## config.mk

```make
export PLATFORM = sky130hd
export DESIGN_NAME = vae_recon_scorer
export DESIGN_NICKNAME = d
export VERILOG_FILES = /design/src/rtl/vae_recon_scorer.sv
export SDC_FILE = /design/constraint.sdc
export NUM_CORES = 2
export LEC_CHECK = 0
export ABC_AREA = 0
export CORE_ASPECT_RATIO = 1.2
export CORE_UTILIZATION = 60
export DETAILED_ROUTE_END_ITERATION = 16
export HOLD_SLACK_MARGIN = 0.1
export PLACE_DENSITY_LB_ADDON = 0.15
export SYNTH_ARGS = -nofsm -noshare
export SYNTH_HDL_FRONTEND = slang
export SYNTH_SLANG_ARGS = --single-unit
```

## constraint.sdc

```tcl
create_clock -name clk -period 30.7 [get_ports clk]
set_input_delay 3.07 -clock clk [delete_from_list [all_inputs] [get_ports clk]]
set_output_delay 3.07 -clock clk [all_outputs]
set_load 0.1 [all_outputs]
```

## src/rtl/vae_recon_scorer.sv

```systemverilog
// VAE reconstruction scorer: sums the floor(diff^2 / 1024) error over the 9 features
// of a latched x/a3 vector pair, one feature per clock, and flags scores above threshold.
module vae_recon_scorer #(
   parameter int DATA_WIDTH = 16,
   parameter int N_FEAT     = 9
) (
   input  logic                         clk,
   input  logic                         rst,
   input  logic                         start,
   input  logic                         clr,
   input  logic [N_FEAT*DATA_WIDTH-1:0] x_vec,
   input  logic [N_FEAT*DATA_WIDTH-1:0] a3_vec,
   input  logic [31:0]                  threshold,
   output logic                         busy,
   output logic                         done,
   output logic [31:0]                  score,
   output logic                         anomaly,
   output logic [15:0]                  anomaly_cnt
);

   localparam int IW = $clog2(N_FEAT + 1);

   typedef enum logic [1:0] {IDLE, ACC, DONE} state_t;

   state_t                              state_q, state_d;
   logic [N_FEAT-1:0][DATA_WIDTH-1:0]   x_l, a_l;
   logic [31:0]                         thr_l;
   logic [31:0]                         acc;
   logic [IW-1:0]                       idx;

   logic [DATA_WIDTH-1:0]               x_cur, a_cur;
   logic signed [DATA_WIDTH:0]          diff;
   logic signed [2*DATA_WIDTH+1:0]      diff_x, sq;
   logic [31:0]                         term;
   logic                                over;

   // Sign-extend both operands by one bit so the most negative diff (-65535) is exact.
   assign x_cur  = x_l[idx];
   assign a_cur  = a_l[idx];
   assign diff   = {x_cur[DATA_WIDTH-1], x_cur} - {a_cur[DATA_WIDTH-1], a_cur};
   assign diff_x = diff;
   assign sq     = diff_x * diff_x;
   assign term   = 32'($unsigned(sq) >> 10);
   assign over   = acc > thr_l;

   always_comb begin
      state_d = state_q;
      case (state_q)
         IDLE:    if (start) state_d = ACC;
         ACC:     if (idx == IW'(N_FEAT - 1)) state_d = DONE;
         DONE:    state_d = IDLE;
         default: state_d = IDLE;
      endcase
   end

   always_ff @(posedge clk or posedge rst) begin
      if (rst) begin
         state_q <= IDLE;
         x_l     <= '0;
         a_l     <= '0;
         thr_l   <= '0;
         acc     <= '0;
         idx     <= '0;
         busy    <= 1'b0;
         done    <= 1'b0;
         score   <= '0;
         anomaly <= 1'b0;
      end else begin
         state_q <= state_d;
         done    <= 1'b0;
         case (state_q)
            IDLE: if (start) begin
               x_l   <= x_vec;
               a_l   <= a3_vec;
               thr_l <= threshold;
               acc   <= '0;
               idx   <= '0;
               busy  <= 1'b1;
            end
            ACC: begin
               acc <= acc + term;
               idx <= idx + 1'b1;
            end
            DONE: begin
               score   <= acc;
               anomaly <= over;
               done    <= 1'b1;
               busy    <= 1'b0;
            end
            default: ;
         endcase
      end
   end

   // clr takes priority over a same-edge increment.
   always_ff @(posedge clk or posedge rst) begin
      if (rst)
         anomaly_cnt <= '0;
      else if (clr)
         anomaly_cnt <= '0;
      else if (state_q == DONE && over && anomaly_cnt != 16'hFFFF)
         anomaly_cnt <= anomaly_cnt + 1'b1;
   end

endmodule

```

## Yosys cells after proc, flatten, opt, wreduce, memory -nomap -nowiden

Cells that the tools add are included.
W data, S select, Z words.

- Add/sub/neg operators: 4
- Multiply operators: 1
- Magnitude comparators: 2
- Equality and inequality tests: 6
- Multiplexer cells: 16
- Reduce and logical (&&, ||, !) cells: 10

Operator list:

| kind | count |
|---|---|
| $bmux W16 S4 | 2 |
| $mux W16 | 4 |
| $pmux W32 S2 | 1 |
| $mul A17 B17 Y34 | 1 |
| $add A32 B24 Y32 | 1 |
| $gt A32 B32 Y1 | 1 |
| $mux W32 | 1 |
| $sub A16 B16 Y17 | 1 |
| $add A16 B1 Y16 const B | 1 |
| $ne A16 B16 Y1 const B | 1 |
| $pmux W4 S2 | 1 |
| $reduce_and A2 Y1 | 4 |
| $reduce_bool A2 Y1 | 3 |
| $lt A4 B5 Y1 const B | 1 |
| $add A4 B1 Y4 const B | 1 |
| $eq A4 B4 Y1 const B | 1 |
| $mux W2 | 2 |
| $mux W4 | 1 |
| $ne A2 B2 Y1 const B | 2 |
| $pmux W2 S2 | 1 |
| $eq A2 B1 Y1 const B | 1 |
| $eq A2 B2 Y1 const B | 1 |
| $logic_and A1 B1 Y1 | 2 |
| $logic_not A2 Y1 | 1 |
| other kinds (2) | 3 |

- Flip-flop bits (word level): 409
- Input bits: 324
- Output and inout bits: 51
- Word-level logic and storage cells: 66

## Logic depth before layout (Yosys ltp)

- Depth after elaboration: 6
- Gate-level depth with buffers: 50
- Depth with buffers taken out: 47

## Least setup slack after synthesis

OpenSTA, ideal clock, no wires.

- Kind: reg-to-reg
- Start: register idx[0]
- End: register acc[29]
- Library setup time: 125 ps
- Arrival: 10678 ps
- Required time: 30575 ps
- Setup slack: 19896 ps
- Stages on the path, launching flop included: 48
- Buffers on the path: 3
- Clock period less this slack: 10804 ps
- Path through: dfrtp_1 > clkbuf_1 > buf_1 > mux4_2 > mux2i_1 > nor2_1 > a21oi_1 > ha_1 > inv_1 > fa_1 > a211o_1 > a21oi_1 > o21ai_1 > a31oi_2 > a21oi_1 > o21a_1 > o21ai_0 > a22oi_1 > [... 12 more ...] > ha_1 > a21o_1 > a21o_1 > a21o_1 > a21o_1 > a2111o_1 > a311oi_2 > nor2_1 > xnor2_1 > ha_1 > nand3_1 > nor2b_1 > nand3_1 > o21ai_0 > a31oi_1 > a31oi_1 > nand3_1 > mux2i_1

- Word-level cells in the longest chain between the ends: 6
- Elaborated cells between the ends (all ways): 8
- Those cells by class: add/sub (2); mul (1); mux (5)

Ends and longest elaborated chain:

| element | RTL line | text |
|---|---|---|
| from (decl) | 29 | `logic [IW-1:0] idx;` |
| from (signal assigned) | 82 | `idx <= idx + 1'b1;` |
| $bmux W16 S4 (on tied branches) | 38, 39 |  |
| $mux W16 (on tied branches) | 38, 39 |  |
| $sub A16 B16 Y17 (*) | 40 | `assign diff = {x_cur[DATA_WIDTH-1], x_cur} - {a_cur[DATA_WIDTH-1], a_cur};` |
| $mul A17 B17 Y34 (*) | 42 | `assign sq = diff_x * diff_x;` |
| $add A32 B24 Y32 (*) | 81 | `acc <= acc + term;` |
| $pmux W32 S2 (*) | 71 | `case (state_q)` |
| to (signal assigned) | 81 |  |
| to (decl) | 28 | `logic [31:0] acc;` |

Mark *: on every way between the ends. The rest lies on a longest branch, timed or not. The select of a mux whose other input is x is not followed.
A chain may end at the register's enable or synchronous reset.

## Worst setup path after layout

- Start: register idx[0]
- End: register acc[31]

Same word-level chain as after synthesis.

==> results.cfg <==
[timing]
tightest_slew_ns = 1.28
skew_ns = 0.0367
period_share = 0.426
finalSetupViolations = 0
slew_headroom = 0.142
hold_viol = 0
min_period_ns = 13.07
rsz0062_at_grt = false
fmax_ghz = 0.0765
finalSetupTns_ns = 0
final_max_slew_viol_count = 0

[worst_setup_path]
path_class = register to register
critPathCaptureType = register
startpoint_type = register
path_max_fanout = 38
path_depth = 43
rr_worst_depth = 43
crit_buf_inv = 6
cpLargestDelayFamily = adder cells
max_stage_delay_ns = 0.99
cp_data_arrival_time_ns = 13.51
crit_required_ns = 31.15
cp_common_cell = fa_1
critPathSlowestCell = xnor2_1

[die]
dieArea_um2 = 50400
start_util = 0.613
coreArea_um2 = 48400
num_rows = 88
die_x_um = 205
io_pins = 375
die_y_um = 246

[synth]
synthDistinctLibCells = 69
asyncSetResetFlopFracSynth = 1.00
synth_area_leader_cell = dfrtp_1
ys.flop_type = dfrtp_1
syn_inst = 3259
synth_edf_count = 0
yosys_warnings = 0
avgSynthCellArea_um2 = 9.11
syn_nets = 4015
ys_ff_latch = 409
syn_area_um2 = 29700
synthTopCellsByArea = dfrtp_1 34%, fa_1 18%, nand2_1 14%
synth_top_cell_area_share = 0.345
yosysSeqAreaShare = 0.345

[global_routing]
antenna_found_initial = 5
grt_use_total = 0.339
grt_pass1_vias = 25087
grt_max_degree = 247
grt_pass1_wl_mm = 131
overflow = 0

[detailed_routing]
route.vias.total = 23924
firstDrtPassIters = 6
met3_wirelength_mm = 4.32
viasPerCell = 5.65
drtAntennaViolNets = 0
wl_mm = 83.5
drt_iter0_drc = 1666
route.met2.wl_mm = 43.9
drc = 0
m1WireLength_mm = 30.8
top_layer = met5
wl_per_cell_um = 19.7

[clocking]
post_cts_buffers = 0
cts_buffer_depth = 3
cts_root_buffer = clkbuf_16
clk_pin_slew_ns = 0.06
cts.hold.buffers_added = 0
insertion_delay_ns = 0.58
clock-sinks = 409
cts_tree = done
htreeDepth = 2
numCtsBuffers = 42
cts_resized = 0

[flow_run]
cap_viol_max_count = 0

[cells_and_area]
final_cell_mix = 1133 x nand2_1, 406 x dfrtp_1, 374 x clkdlybuf4s50_1
layout_commonest_cell = nand2_1
area_delta_synth_final_pct = 18.9
final_layout_size_suffix_gt1_frac = 0.0523
fin_nets = 4322
nFillCells = 3535

[hold_path]
hold_depth = 2
hp-class = register to register

[run_status]
status = finished clean

[placed_design]
place.gp.congestion = 0.926
numPortBuffers = 374
detailed_place_hpwl_mm = 63.6
area by class of cell:
cell class	instances	area [um^2]	area share
Timing Repair Buffer	403	3970	0.112
Multi-Input combinational cell	2337	17600	0.497
Inverter	373	1410	0.0398
Tap cell	630	788	0.0223
Antenna cell	5	12.5	0.000354
Clock inverter	14	146	0.00414
Sequential cell	409	10200	0.290
Clock buffer	62	1190	0.0336
worst min-delay path, stage by stage, from the launching register on:
cell     delay, ns
dfrtp_1       0.33
nand2_1       0.05
nand2_1       0.05
metal layers:
layer  vias to the layer above  GRT usage
met2                       873      0.605
met4                         2      0.172
met3                       216     0.0392
met5                         -          0
li1                      10908          -
met1                     11925      0.404
cell usage after synthesis, types with 19 or more instances:
library cell / n
and2_1: 20
mux4_2: 64
nor2_1: 130
dfrtp_1: 409
fa_1: 271
mux2i_1: 39
a21o_1: 35
nor2b_1: 19
xor2_1: 26
clkbuf_1: 114
ha_1: 161
a21oi_1: 83
xnor2_1: 40
nand2_1: 1134
o21ai_0: 100
nand3_1: 42
inv_1: 367
state kept, by name (all words and copies together) (netlist names), 2 cells and up:
signal and count:
a_l 144, x_l 144, acc 32, score 32, thr_l 32, anomaly_cnt 16, idx 4, state_q 2
path summary, 6_finish.rpt:
| check | start | end | slack (ns) |
|---|---|---|---|
| worst max-delay path | idx[0] | acc[31] | 17.63 |
| worst min-delay path | a_l[40] | a_l[40] | 0.47 |
| worst max register to register | idx[0] | acc[31] | 17.63 |
| worst min register to register | a_l[40] | a_l[40] | 0.47 |
| max in group asynchronous | rst | score[10] | 25.31 |
| min in group asynchronous | rst | a_l[50] | 3.05 |
cell families (layout without fill, tap and decap cells):
family	count (synthesis)	after routing	share of synthesized area
flops	409	409	0.345
mux	108	108	0.0636
other cells	0	5	0
xor+xnor	67	67	0.0200
fa+ha+maj	432	432	0.250
simple gates	1428	1428	0.193
buf+inv	513	852	0.0652
compound gates	302	302	0.0632
stage by stage:
step | setup slack (ns) | instances | util | instance area, um^2 | hold WS [ns]
floorplan | 16.25 | 3259 | - | 29700 | 0.440
global placement | 18.16 | 4152 | 0.701 | 34000 | 0.453
detailed placement | 17.69 | 4152 | 0.701 | 34000 | 0.458
CTS | 17.65 | 4228 | 0.729 | 35300 | 0.471
global route | 16.80 | 4233 | 0.729 | 35300 | 0.489
finish | 17.63 | 4233 | 0.729 | 35300 | 0.469
Power is left out: the tool's default activity adds up to more than one toggle a clock period on the data nets, which glitch-free logic cannot reach.
